[src/rtl/bk_limb_chain_adder_pkg.sv]
// Shared constants and state encoding for the limb-chained Brent-Kung add/sub engine.
package bk_limb_chain_adder_pkg;
    localparam int BK_W = 16;

    typedef enum logic {
        ST_FIRST = 1'b0,
        ST_CHAIN = 1'b1
    } state_e;
endpackage

[src/rtl/bk_limb_chain_adder_bk_adder.sv]
// 16-bit Brent-Kung parallel-prefix adder, purely combinational.
module BK_Adder
    import bk_limb_chain_adder_pkg::*;
(
    output logic [BK_W-1:0] s,
    output logic            cout,
    input  logic [BK_W-1:0] a,
    input  logic [BK_W-1:0] b,
    input  logic            cin
);
    logic [BK_W-1:0] g, p, gg, pp, c;

    always_comb begin
        g  = a & b;
        p  = a ^ b;
        gg = g;
        pp = p;
        // Fold cin into bit 0 so every group generate already includes it.
        gg[0] = g[0] | (p[0] & cin);
        // Up-sweep: build power-of-two group terms.
        for (int l = 0; l < 4; l++) begin
            for (int i = (2 << l) - 1; i < BK_W; i += (2 << l)) begin
                gg[i] = gg[i] | (pp[i] & gg[i - (1 << l)]);
                pp[i] = pp[i] & pp[i - (1 << l)];
            end
        end
        // Down-sweep: fill in the remaining prefix positions.
        for (int l = 2; l >= 0; l--) begin
            for (int i = (3 << l) - 1; i < BK_W; i += (2 << l)) begin
                gg[i] = gg[i] | (pp[i] & gg[i - (1 << l)]);
                pp[i] = pp[i] & pp[i - (1 << l)];
            end
        end
        c    = {gg[BK_W-2:0], cin};
        s    = p ^ c;
        cout = gg[BK_W-1];
    end
endmodule

[src/rtl/bk_limb_chain_adder.sv]
// Streams multi-limb add/sub through one BK_Adder, chaining the carry between limbs.
module bk_limb_chain_adder
    import bk_limb_chain_adder_pkg::*;
#(
    parameter int LIMB_W    = 16,
    parameter int MAX_LIMBS = 4,
    parameter int IDX_W     = 2
) (
    input  logic              clk,
    input  logic              rst,
    input  logic              in_valid,
    output logic              in_ready,
    input  logic [LIMB_W-1:0] in_a,
    input  logic [LIMB_W-1:0] in_b,
    input  logic              in_cin,
    input  logic              in_sub,
    input  logic              in_last,
    output logic              out_valid,
    input  logic              out_ready,
    output logic [LIMB_W-1:0] out_s,
    output logic [IDX_W-1:0]  out_idx,
    output logic              out_last,
    output logic              out_carry,
    output logic              err_len
);
    if (LIMB_W != BK_W) begin : g_bad_width
        $error("LIMB_W must equal the BK_Adder width (16)");
    end

    state_e            state_q, state_d;
    logic              carry_q, carry_d, sub_q, sub_d;
    logic [IDX_W-1:0]  cnt_q, cnt_d;
    logic              vld_q, vld_d, last_q, last_d, oc_q, oc_d, err_q, err_d;
    logic [LIMB_W-1:0] s_q, s_d;
    logic [IDX_W-1:0]  idx_q, idx_d;

    logic              first, sub, cin, accept, overrun, end_op, cout;
    logic [LIMB_W-1:0] b_eff, sum;

    assign first    = (state_q == ST_FIRST);
    assign sub      = first ? in_sub : sub_q;
    assign cin      = first ? (in_sub | in_cin) : carry_q;
    assign b_eff    = sub ? ~in_b : in_b;
    assign in_ready = !vld_q || out_ready;
    assign accept   = in_valid && in_ready;
    assign overrun  = (cnt_q == IDX_W'(MAX_LIMBS - 1)) && !in_last;
    assign end_op   = in_last || overrun;

    BK_Adder u_add (
        .s    (sum),
        .cout (cout),
        .a    (in_a),
        .b    (b_eff),
        .cin  (cin)
    );

    always_comb begin
        state_d = state_q;
        carry_d = carry_q;
        sub_d   = sub_q;
        cnt_d   = cnt_q;
        vld_d   = vld_q;
        s_d     = s_q;
        idx_d   = idx_q;
        last_d  = last_q;
        oc_d    = oc_q;
        err_d   = err_q;
        if (accept) begin
            vld_d   = 1'b1;
            s_d     = sum;
            idx_d   = cnt_q;
            last_d  = end_op;
            oc_d    = end_op ? cout : 1'b0;
            carry_d = cout;
            sub_d   = sub;
            if (overrun) err_d = 1'b1;
            if (end_op) begin
                state_d = ST_FIRST;
                cnt_d   = '0;
            end else begin
                state_d = ST_CHAIN;
                cnt_d   = cnt_q + 1'b1;
            end
        end else if (out_ready) begin
            vld_d = 1'b0;
        end
    end

    always_ff @(posedge clk) begin
        if (rst) begin
            state_q <= ST_FIRST;
            carry_q <= 1'b0;
            sub_q   <= 1'b0;
            cnt_q   <= '0;
            vld_q   <= 1'b0;
            s_q     <= '0;
            idx_q   <= '0;
            last_q  <= 1'b0;
            oc_q    <= 1'b0;
            err_q   <= 1'b0;
        end else begin
            state_q <= state_d;
            carry_q <= carry_d;
            sub_q   <= sub_d;
            cnt_q   <= cnt_d;
            vld_q   <= vld_d;
            s_q     <= s_d;
            idx_q   <= idx_d;
            last_q  <= last_d;
            oc_q    <= oc_d;
            err_q   <= err_d;
        end
    end

    assign out_valid = vld_q;
    assign out_s     = s_q;
    assign out_idx   = idx_q;
    assign out_last  = last_q;
    assign out_carry = oc_q;
    assign err_len   = err_q;
endmodule

[config.mk]
export PLATFORM = sky130hd
export DESIGN_NAME = bk_limb_chain_adder
export DESIGN_NICKNAME = d
export VERILOG_FILES = /design/src/rtl/bk_limb_chain_adder_pkg.sv /design/src/rtl/bk_limb_chain_adder_bk_adder.sv /design/src/rtl/bk_limb_chain_adder.sv
export SDC_FILE = /design/constraint.sdc
export NUM_CORES = 1
export LEC_CHECK = 0
export BUFFER_PORTS_ARGS = -buffer_cell sky130_fd_sc_hd__buf_2
export CAP_MARGIN = 20
export CORE_MARGIN = 8
export CORE_UTILIZATION = 55
export CTS_CLUSTER_SIZE = 30
export DETAILED_ROUTE_END_ITERATION = 8
export HOLD_SLACK_MARGIN = 0.02
export PLACE_DENSITY_LB_ADDON = 0.2
export SLEW_MARGIN = 30
export SYNTH_ARGS = -nofsm -noshare
export SYNTH_HDL_FRONTEND = slang
export SYNTH_SLANG_ARGS = --single-unit
[constraint.sdc]
create_clock -name clk -period 6 [get_ports clk]
set_input_delay 0.3 -clock clk [delete_from_list [all_inputs] [get_ports clk]]
set_output_delay 0.3 -clock clk [all_outputs]
set_load 0.1 [all_outputs]
==> impl_metrics.env, run 1 <==
export IMPL_detailed_route_drc_error_count=0
export IMPL_post_cts_resized_instances=0
export IMPL_setup_tns_ns=0
export IMPL_fp_dieArea_um2=5730
export IMPL_fin_crit_sh=0.639
export IMPL_critPathCaptureType="register"
export IMPL_final_period_minus_worst_setup_slack_ns=3.83
export IMPL_layout_cells_non_filler=317
export IMPL_synth_enable_flop_cells=0
export IMPL_drt_antenna_net_count=0
export IMPL_final_cell_mix="sky130_fd_sc_hd__buf_2, sky130_fd_sc_hd__nand2_1, sky130_fd_sc_hd__dfxtp_1, sky130_fd_sc_hd__xnor2_1, sky130_fd_sc_hd__nor2_1"
export IMPL_grt_overflow_total=0
export IMPL_outcome="finished, final reports clean"
export IMPL_ys_seq_area_frac=0.276
export IMPL_p_leak_nw=1.05
export IMPL_design_final_nets=335
export IMPL_clock_sink_count=27
export IMPL_number_of_global_route_vias_before_repair=1607
export IMPL_number_of_levels_in_the_clock_h_tree=1
export IMPL_cpMostUsedCell="sky130_fd_sc_hd__fa_1"
export IMPL_synthesis_area_um2=1960
export IMPL_timing_critical_path_arrival_ns=4.10
export IMPL_insertedDiodeCount=0
export IMPL_powerDensity_nw_per_um2=274
export IMPL_postCtsSetupBuffers=0
export IMPL_ir_drop_mv=0.139
export IMPL_initial_core_util=0.578
export IMPL_final_report_setup_violation_count=0
export IMPL_timing_critical_path_from="state_q"
export IMPL_yosysWarnings=0
export IMPL_fin_worst_hold_slack_ns=0.250
export IMPL_cts_root_buffer_cell="sky130_fd_sc_hd__clkbuf_4"
export IMPL_rsz0062_at_grt="no"
export IMPL_per_cell_routed_wire_length_um=13.2
export IMPL_grt_pass1_wl_um=6770
export IMPL_rr_startpoint="state_q"
export IMPL_finalClockSkew_ns=0.00581
export IMPL_timing_hold_worst_class="in -> reg"
export IMPL_synth_seq_cells=27
export IMPL_critical_path_slowest_cell="sky130_fd_sc_hd__mux2i_4"
export IMPL_detail_route_iter0_violations=54
export IMPL_number_of_buffers_inserted_for_hold_repair_after_clock_tree_synthesis=0
export IMPL_dp_hpwl_um=3430
export IMPL_cp_data_required_time_ns=6.27
export IMPL_clk_transition_reported_paths_ns=0.15
export IMPL_worstSetupStartpointType="register"
export IMPL_multi_input_area_um2=1260
export IMPL_worst_setup_path_type="reg -> reg"
export IMPL_number_of_port_buffers=61
export IMPL_antenna_violations_before_repair=0
export IMPL_coreArea_um2=3390
export IMPL_die_h_um=75.7
export IMPL_cts_tree="built"
export IMPL_cts_buffer_depth=2
export IMPL_worstPathCellList="mux2i_4, xor2_1, fa_1, fa_1, nand2b_1, a21oi_1, o21ai_1, nor2b_1, fa_1, xnor2_1, nand2_1, a21oi_1"
export IMPL_groute_usage_overall=0.150
export IMPL_worstMarginPinSlew_ns=0.774
export IMPL_avgSynthCellArea_um2=9.11
export IMPL_synth_distinct_cells=37
export IMPL_finalMaxSlewViolations=0
export IMPL_final_hold_viol_count=0
export IMPL_die_width_um=75.7
export IMPL_final_core_util=0.667
export IMPL_number_of_cell_rows=21
export IMPL_synthFlopType="sky130_fd_sc_hd__dfxtp_1"
export IMPL_grt_max_degree=36
export IMPL_ffs_w_async_s_r_synth=0
export IMPL_num_vias=1566
export IMPL_relSlewSlack=0.473
export IMPL_clock_insertion_delay_worst_skew_ns=0.32
export IMPL_max_stage_delay_ns=0.72
export IMPL_flow_area_growth_from_synthesis_pct=15.4
export IMPL_crit_path_max_fanout=17
export IMPL_final_common_cell="sky130_fd_sc_hd__buf_2"
export IMPL_max_freq_ghz=0.261
export IMPL_drt_pass1_iter_count=4
export IMPL_netlist_instances=215
export IMPL_filler_cell_count=306
export IMPL_drive_above_1_share=0.303
export IMPL_synthesis_nets=278
export IMPL_gp_congestion=0.788
export IMPL_dp_cells=313
export IMPL_seqCellArea_um2=541
export IMPL_viasPerCell=4.94
export IMPL_maxCapViolations=0
export IMPL_tritoncts_num_buffers=3
export IMPL_io_pins=62
export IMPL_finalWirelength_um=4200
export IMPL_worstHoldStart="in_valid"
## through the flow
| stage | setup WS, ns | total power, W | cell area, um2 |
|---|---|---|---|
| 2_1_floorplan | 2.88 | 0.000490 | 1960 |
| 6_report | 2.17 | 0.000620 | 2260 |
| 4_1_cts | 2.17 | 0.000625 | 2260 |
| 5_1_grt | 1.89 | 0.000655 | 2260 |
| 3_3_place_gp | 2.35 | 0.000541 | 2230 |
| 3_5_place_dp | 2.20 | 0.000546 | 2230 |
## cell usage after synthesis, types with 2 or more instances
library cell | n | area (um2)
sky130_fd_sc_hd__nand2_1 | 28 | 105
sky130_fd_sc_hd__fa_1 | 9 | 180
sky130_fd_sc_hd__inv_1 | 17 | 63.8
sky130_fd_sc_hd__nand3_1 | 2 | 10.0
sky130_fd_sc_hd__nor2b_1 | 3 | 18.8
sky130_fd_sc_hd__a31oi_1 | 2 | 12.5
sky130_fd_sc_hd__xor2_1 | 2 | 17.5
sky130_fd_sc_hd__ha_1 | 15 | 188
sky130_fd_sc_hd__a211oi_2 | 10 | 125
sky130_fd_sc_hd__nand2b_1 | 4 | 25.0
sky130_fd_sc_hd__o211ai_1 | 2 | 15.0
sky130_fd_sc_hd__o21ai_1 | 2 | 10.0
sky130_fd_sc_hd__nor2_1 | 21 | 78.8
sky130_fd_sc_hd__o211a_1 | 2 | 20.0
sky130_fd_sc_hd__a21oi_1 | 19 | 95.1
sky130_fd_sc_hd__buf_6 | 5 | 56.3
sky130_fd_sc_hd__dfxtp_1 | 27 | 541
sky130_fd_sc_hd__o21ai_0 | 3 | 15.0
sky130_fd_sc_hd__nor4b_1 | 2 | 17.5
sky130_fd_sc_hd__clkbuf_1 | 2 | 7.51
sky130_fd_sc_hd__a211oi_1 | 2 | 15.0
sky130_fd_sc_hd__xnor2_1 | 21 | 184
## final timing paths
kind | to | slack [ns] | cells after the start
max | out_s[13] | 2.17 | 12
min | out_valid | 0.25 | 3
max reg2reg | out_s[13] | 2.17 | 12
min reg2reg | out_s[6] | 0.46 | 2
## cells by family (layout without fill, tap and decap cells)
kind of cell	after synthesis	in the layout	share of synthesized area
AOI/OAI and AO/OA	48	48	0.186
xor gates and xnor gates	23	23	0.103
adders and majority gates	24	24	0.188
buffers and inverters	27	83	0.0798
DFF	27	27	0.276
muxes	1	1	0.0115
and+or+nand+nor	65	65	0.156
## critical path, delay by kind of cell, from the launching register on
family | cells | cell delay [ns]
DFF | 1 | 0.46
xor gates and xnor gates | 2 | 0.37
and+or+nand+nor | 3 | 0.41
muxes | 1 | 0.72
adders and majority gates | 3 | 1.23
AOI/OAI and AO/OA | 3 | 0.58
## state kept, by name, indices dropped and copies added, names as in the netlist
signal,count
cnt_q,2
carry_q,1
err_len,1
out_carry,1
out_valid,1
out_idx,2
out_s,16
out_last,1
sub_q,1
state_q,1
## cell type report
type                       instances  share of cell area
clock inverter                     1             0.00221
tap                               46              0.0255
timing repair buffer              61               0.135
inverter                          18              0.0299
sequential                        27               0.239
multi-input combinational        161               0.558
clock buffer                       3             0.00996
## power breakdown
| part | leakage, nW | switching, W | internal (W) |
|---|---|---|---|
| registers | 0.222 | 0.00000963 | 0.000198 |
| logic | 0.812 | 0.000231 | 0.000101 |
| clock network | 0.0177 | 0.0000553 | 0.0000250 |
| total | 1.05 | 0.000296 | 0.000324 |
## per-layer routing
metal	wire length, um	track usage	vias to the layer above
li1	-	-	831
met1	1910	0.181	696
met2	2050	0.267	37
met3	209	0.0145	2
met4	34	0.0554	0
met5	0	0	-
Note: power is estimated with default switching activity, not from simulation.
==> run 2, diff against run 1 <==
--- a/config.mk
+++ b/config.mk
@@ -8,7 +8,7 @@
 export BUFFER_PORTS_ARGS = -buffer_cell sky130_fd_sc_hd__buf_2
 export CAP_MARGIN = 20
 export CORE_MARGIN = 8
-export CORE_UTILIZATION = 55
+export CORE_UTILIZATION = 51
 export CTS_CLUSTER_SIZE = 30
 export DETAILED_ROUTE_END_ITERATION = 8
 export HOLD_SLACK_MARGIN = 0.02
==> constraint.sdc (replaced) <==
create_clock -name clk -period 3.73 [get_ports clk]
set_input_delay 0.1865 -clock clk [delete_from_list [all_inputs] [get_ports clk]]
set_output_delay 0.1865 -clock clk [all_outputs]
set_load 0.1 [all_outputs]
==> impl_metrics.env, run 2 (same netlist as run 1, synthesis figures left out) <==
export IMPL_critPathCaptureType="register"
export IMPL_worstPathCellList="mux2i_4, xor2_1, fa_1, fa_1, nand2b_1, a21oi_1, o21ai_1, nor2b_1, fa_1, xnor2_1, nand2_1, a21oi_1"
export IMPL_cts_buffer_depth=2
export IMPL_final_hold_viol_count=0
export IMPL_delay_heaviest_family_cp="adder cells"
export IMPL_detail_route_iter0_violations=54
export IMPL_layout_setup_ws_ns=0.571
export IMPL_dp_hpwl_um=3490
export IMPL_finalWirelength_um=4330
export IMPL_maxCapViolations=0
export IMPL_coreArea_um2=3690
export IMPL_critical_path_slowest_cell="sky130_fd_sc_hd__dfxtp_1"
export IMPL_tritoncts_num_buffers=3
export IMPL_drt_pass1_iter_count=4
export IMPL_viasPerCell=5.04
export IMPL_insertedDiodeCount=0
export IMPL_io_pins=62
export IMPL_seqCellArea_um2=541
export IMPL_max_ffs_per_register=16
export IMPL_number_of_levels_in_the_clock_h_tree=1
export IMPL_worstMarginPinSlew_ns=0.639
export IMPL_drt_antenna_net_count=0
export IMPL_outcome="finished, final reports clean"
export IMPL_detailed_route_drc_error_count=0
export IMPL_finalMaxSlewViolations=0
export IMPL_final_common_cell="sky130_fd_sc_hd__buf_2"
export IMPL_groute_usage_overall=0.149
export IMPL_fin_crit_sh=0.847
export IMPL_grt_pass1_wl_um=7600
export IMPL_grt_max_degree=36
export IMPL_cp_num_buf_inv=0
export IMPL_number_of_port_buffers=61
export IMPL_number_of_cell_rows=22
export IMPL_clk_transition_reported_paths_ns=0.09
export IMPL_multi_input_area_um2=1260
export IMPL_final_core_util=0.621
export IMPL_postCtsSetupBuffers=0
export IMPL_clock_insertion_delay_worst_skew_ns=0.27
export IMPL_finalClockSkew_ns=0.00435
export IMPL_final_report_setup_violation_count=0
export IMPL_powerDensity_nw_per_um2=452
export IMPL_fp_dieArea_um2=6080
export IMPL_placement_setup_worst_slack_ns=0.583
export IMPL_worstSetupStartpointType="register"
export IMPL_max_freq_ghz=0.317
export IMPL_grt_overflow_total=0
export IMPL_final_period_minus_worst_setup_slack_ns=3.16
export IMPL_cts_tree="built"
export IMPL_flow_area_growth_from_synthesis_pct=16.9
export IMPL_die_width_um=78.0
export IMPL_final_cell_mix="sky130_fd_sc_hd__buf_2, sky130_fd_sc_hd__nand2_1, sky130_fd_sc_hd__dfxtp_1, sky130_fd_sc_hd__xnor2_1, sky130_fd_sc_hd__nor2_1"
export IMPL_cp_data_required_time_ns=3.94
export IMPL_relSlewSlack=0.574
export IMPL_design_final_nets=336
export IMPL_ir_drop_mv=0.225
export IMPL_setup_tns_ns=0
export IMPL_timing_hold_worst_class="in -> reg"
export IMPL_cts_root_buffer_cell="sky130_fd_sc_hd__clkbuf_8"
export IMPL_crit_path_max_fanout=4
export IMPL_drive_above_1_share=0.305
export IMPL_p_leak_nw=1.06
export IMPL_timing_critical_path_arrival_ns=3.36
export IMPL_post_cts_resized_instances=0
export IMPL_num_vias=1614
export IMPL_filler_cell_count=372
export IMPL_antenna_violations_before_repair=0
export IMPL_number_of_buffers_inserted_for_hold_repair_after_clock_tree_synthesis=0
export IMPL_rsz0062_at_grt="no"
export IMPL_per_cell_routed_wire_length_um=13.5
export IMPL_number_of_global_route_vias_before_repair=1692
export IMPL_clock_sink_count=27
export IMPL_worst_setup_path_type="reg -> reg"
export IMPL_max_stage_delay_ns=0.44
export IMPL_cpMostUsedCell="sky130_fd_sc_hd__fa_1"
export IMPL_gp_congestion=0.824
export IMPL_initial_core_util=0.531
export IMPL_die_h_um=78.0
[run 2: cell types whose count changed in the layout (fill, tap and decap cells not counted), sizes merged]
cell and change:
buf +1
[run 2: area by class of cell]
type | count | area share
Clock buffer | 3 | 0.0180
Multi-Input combinational cell | 161 | 0.551
Timing Repair Buffer | 62 | 0.137
Inverter | 18 | 0.0295
Sequential cell | 27 | 0.236
Tap cell | 48 | 0.0262
Clock inverter | 1 | 0.00219
[run 2: layer usage]
layer  GRT usage  vias up  wire (um)
met4      0.0611        0         71
met1       0.171      736       1930
met3      0.0265        4        250
met5           0        -          0
li1            -      833          -
met2       0.266       41       2080
[run 2: path summary, 6_finish.rpt]
check	from	to	slack (ns)	cells past startpoint
max	state_q	out_s[13]	0.57	12
min	in_valid	out_valid	0.20	3
max reg2reg	state_q	out_s[13]	0.57	12
min reg2reg	out_s[15]	out_s[15]	0.46	2
[run 2: metrics by stage]
stage | cell area (um2) | power (W) | hold WS, ns | instances
final | 2290 | 0.00104 | 0.198 | 320
after global routing | 2290 | 0.00111 | 0.218 | 320
after CTS | 2290 | 0.00105 | 0.186 | 320
after detailed placement | 2240 | 0.000878 | 0.441 | 316
after global placement | 2240 | 0.000873 | 0.441 | 316
after floorplan | 1960 | 0.000788 | 0.307 | 215
[run 2: worst register-to-register path: stages (launching register included)]
cell and delay (ns):
sky130_fd_sc_hd__dfxtp_1 0.44, sky130_fd_sc_hd__mux2i_4 0.27, sky130_fd_sc_hd__xor2_1 0.10, sky130_fd_sc_hd__fa_1 0.41
sky130_fd_sc_hd__fa_1 0.38, sky130_fd_sc_hd__nand2b_1 0.17, sky130_fd_sc_hd__a21oi_1 0.23, sky130_fd_sc_hd__o21ai_1 0.17
sky130_fd_sc_hd__nor2b_1 0.17, sky130_fd_sc_hd__fa_1 0.38, sky130_fd_sc_hd__xnor2_1 0.14, sky130_fd_sc_hd__nand2_1 0.06
sky130_fd_sc_hd__a21oi_1 0.16
[run 2: where the power goes]
part	internal, W	switching (W)
combinational	0.000162	0.000372
clock	0.0000750	0.0000936
sequential	0.000318	0.0000148
==> run 3, diff against run 2 <==
--- a/config.mk
+++ b/config.mk
@@ -5,10 +5,11 @@
 export SDC_FILE = /design/constraint.sdc
 export NUM_CORES = 1
 export LEC_CHECK = 0
+export ABC_AREA = 1
 export BUFFER_PORTS_ARGS = -buffer_cell sky130_fd_sc_hd__buf_2
 export CAP_MARGIN = 20
 export CORE_MARGIN = 8
-export CORE_UTILIZATION = 51
+export CORE_UTILIZATION = 45
 export CTS_CLUSTER_SIZE = 30
 export DETAILED_ROUTE_END_ITERATION = 8
 export HOLD_SLACK_MARGIN = 0.02
==> constraint.sdc (replaced) <==
create_clock -name clk -period 2.9 [get_ports clk]
set_input_delay 0.145 -clock clk [delete_from_list [all_inputs] [get_ports clk]]
set_output_delay 0.145 -clock clk [all_outputs]
set_load 0.1 [all_outputs]
==> impl_metrics.env, run 3 <==
export IMPL_worstSetupStartpointType="register"
export IMPL_final_cell_mix="sky130_fd_sc_hd__buf_2, sky130_fd_sc_hd__inv_1, sky130_fd_sc_hd__nand2_1, sky130_fd_sc_hd__a21oi_1, sky130_fd_sc_hd__dfxtp_1"
export IMPL_fp_dieArea_um2=6180
export IMPL_worst_setup_path_type="reg -> reg"
export IMPL_worstHoldStart="rst"
export IMPL_max_ffs_per_register=16
export IMPL_filler_cell_count=369
export IMPL_placement_setup_worst_slack_ns=-0.0296
export IMPL_rr_startpoint="state_q"
export IMPL_ir_drop_mv=0.234
export IMPL_final_common_cell="sky130_fd_sc_hd__buf_2"
export IMPL_worst_r2r_endpoint="out_s[15]"
export IMPL_insertedDiodeCount=0
export IMPL_cts_root_buffer_cell="sky130_fd_sc_hd__clkbuf_8"
export IMPL_die_h_um=78.6
export IMPL_post_synth_top_count_cell="sky130_fd_sc_hd__nand2_1"
export IMPL_fin_crit_sh=0.974
export IMPL_gp_congestion=0.772
export IMPL_clk_transition_reported_paths_ns=0.10
export IMPL_initial_core_util=0.475
export IMPL_synth_distinct_cells=24
export IMPL_clock_insertion_delay_worst_skew_ns=0.28
export IMPL_relSlewSlack=0.652
export IMPL_worstMarginPinSlew_ns=0.522
export IMPL_max_freq_ghz=0.354
export IMPL_p_leak_nw=1.10
export IMPL_cts_buffer_depth=2
export IMPL_synth_largest_area_cell="sky130_fd_sc_hd__dfxtp_1"
export IMPL_design_final_nets=342
export IMPL_final_hold_viol_count=0
export IMPL_r2r_worst_path_cells=18
export IMPL_detail_route_iter0_violations=60
export IMPL_detailed_route_drc_error_count=0
export IMPL_per_cell_routed_wire_length_um=11.8
export IMPL_crit_path_max_fanout=3
export IMPL_io_pins=62
export IMPL_final_report_setup_violation_count=0
export IMPL_grt_overflow_total=0
export IMPL_final_period_minus_worst_setup_slack_ns=2.83
export IMPL_finalClockSkew_ns=0.00578
export IMPL_hold_path_cells=2
export IMPL_finalMaxSlewViolations=0
export IMPL_setup_tns_ns=0
export IMPL_synth_seq_cells=27
export IMPL_number_of_port_buffers=61
export IMPL_regToRegSetupSlack_ns=0.07
export IMPL_final_core_util=0.592
export IMPL_rsz0062_at_grt="yes"
export IMPL_drt_antenna_net_count=0
export IMPL_outcome="finished, final reports clean"
export IMPL_drt_pass1_iter_count=3
export IMPL_avgSynthCellArea_um2=8.13
export IMPL_synth_enable_flop_cells=0
export IMPL_worstHoldEndpoint="cnt_q[1]"
export IMPL_postCtsSetupBuffers=0
export IMPL_dp_cells=322
export IMPL_coreArea_um2=3720
export IMPL_antenna_violations_before_repair=0
export IMPL_layout_cells_non_filler=326
export IMPL_grt_max_degree=37
export IMPL_number_of_cell_rows=22
export IMPL_clock_sink_count=27
export IMPL_number_of_global_route_vias_before_repair=1566
export IMPL_yosysWarnings=0
export IMPL_groute_usage_overall=0.125
export IMPL_die_width_um=78.6
export IMPL_critPathCaptureType="register"
export IMPL_number_of_levels_in_the_clock_h_tree=1
export IMPL_dp_hpwl_um=3090
export IMPL_drive_above_1_share=0.306
export IMPL_ffs_w_async_s_r_synth=0
export IMPL_timing_hold_worst_class="in -> reg"
export IMPL_timing_critical_path_arrival_ns=3.03
export IMPL_cp_data_required_time_ns=3.11
export IMPL_layout_setup_ws_ns=0.0742
export IMPL_p_total_w=0.00132
export IMPL_flow_area_growth_from_synthesis_pct=24.8
export IMPL_powerDensity_nw_per_um2=601
export IMPL_synthesis_nets=280
export IMPL_netlist_instances=217
export IMPL_num_vias=1538
export IMPL_finalWirelength_um=3840
export IMPL_viasPerCell=4.72
export IMPL_tritoncts_num_buffers=3
export IMPL_post_synth_most_frequent_cells="sky130_fd_sc_hd__nand2_1, sky130_fd_sc_hd__inv_1, sky130_fd_sc_hd__dfxtp_1"
export IMPL_grt_pass1_wl_um=6510
export IMPL_netlist_area_leader_share=0.306
export IMPL_maxCapViolations=0
export IMPL_ys_seq_area_frac=0.306
export IMPL_cts_tree="built"
export IMPL_synthFlopType="sky130_fd_sc_hd__dfxtp_1"
export IMPL_post_synth_main_area_contributors="sky130_fd_sc_hd__dfxtp_1, sky130_fd_sc_hd__ha_1, sky130_fd_sc_hd__fa_1, sky130_fd_sc_hd__xnor2_1, sky130_fd_sc_hd__a21oi_1"
export IMPL_synthesis_area_um2=1760
==> run 3: cell types whose count changed after synthesis, moves of 3 or more <==
cell	change
sky130_fd_sc_hd__a211oi_2	-10
sky130_fd_sc_hd__a21oi_1	+7
sky130_fd_sc_hd__buf_2	+4
sky130_fd_sc_hd__buf_6	-5
sky130_fd_sc_hd__inv_1	+12
sky130_fd_sc_hd__nand2b_1	-4
sky130_fd_sc_hd__nor2_1	-3
sky130_fd_sc_hd__nor2b_1	-3
sky130_fd_sc_hd__o21ai_0	+16
sky130_fd_sc_hd__xnor2_1	-5
sky130_fd_sc_hd__xor2_1	+5
==> run 3: worst max path at each step <==
stage                  from  slack [ns]         to
floorplan           state_q        0.01  out_s[14]
global placement    state_q        0.03  out_s[14]
detailed placement  state_q       -0.03  out_s[15]
CTS                 state_q        0.01  out_s[15]
global route        state_q        -0.1  out_s[15]
finish              state_q        0.07  out_s[15]
==> run 3: power breakdown <==
| part | leakage, nW | total (W) | switching [W] | internal [W] |
|---|---|---|---|---|
| sequential | 0.224 | 0.000429 | 0.0000186 | 0.000411 |
| combinational | 0.851 | 0.000668 | 0.000476 | 0.000192 |
| clock | 0.0217 | 0.000225 | 0.000127 | 0.0000978 |
| total | 1.10 | 0.00132 | 0.000622 | 0.000700 |
==> run 3: layer usage <==
layer	wire length, um	share of wire	global-route usage
met1	1720	0.45	0.144
met2	1880	0.49	0.220
met3	181	0.047	0.0228
met4	59	0.015	0.0500
met5	0	0	0
==> run 3: repair_timing <==
action                                  in CTS  in global routing
hold buffers                                 0                  0
pin swaps                                    0                  4
gates cloned                                 0                  0
endpoints found under the setup margin       3                  7
resized for setup                            3                  6
==> run 3: area by class of cell <==
type                       instances  area [um2]  share of cell area
timing repair buffer              64         332               0.151
sequential                        27         542               0.246
clock inverter                     1        7.51             0.00341
multi-input combinational        152        1100               0.501
clock buffer                       3        41.3              0.0188
inverter                          31         116              0.0529
tap                               48        60.1              0.0273
==> run 3: kinds of logic after synthesis <==
logic type,synth area share
flip-flops,0.306
XOR/XNOR,0.114
AND/OR/NAND/NOR,0.127
buffers and inverters,0.0915
AO/OA/AOI/OAI,0.152
adder cells (fa/ha/maj),0.209
==> run 3: through the flow <==
step	hold WS (ns)	instance area [um2]
3_3_place_gp	0.428	2120
6_report	0.139	2200
4_1_cts	0.130	2180
5_1_grt	0.152	2200
2_1_floorplan	0.331	1780
3_5_place_dp	0.433	2120
==> run 3: critical path: stages (launching register included) <==
cell and delay, ns:
sky130_fd_sc_hd__dfxtp_2 0.34, sky130_fd_sc_hd__or2_4 0.26, sky130_fd_sc_hd__o21ai_4 0.08, sky130_fd_sc_hd__xor2_2 0.10
sky130_fd_sc_hd__fa_2 0.36, sky130_fd_sc_hd__fa_2 0.34, sky130_fd_sc_hd__inv_2 0.07, sky130_fd_sc_hd__nand3_2 0.06
sky130_fd_sc_hd__nand2_2 0.07, sky130_fd_sc_hd__nand2_2 0.05, sky130_fd_sc_hd__nand2_2 0.07, sky130_fd_sc_hd__inv_2 0.05
sky130_fd_sc_hd__nor2_4 0.10, sky130_fd_sc_hd__nor2_4 0.04, sky130_fd_sc_hd__nor2_1 0.08, sky130_fd_sc_hd__nor2_1 0.06
sky130_fd_sc_hd__fa_2 0.33, sky130_fd_sc_hd__xor2_1 0.15, sky130_fd_sc_hd__a21oi_1 0.15
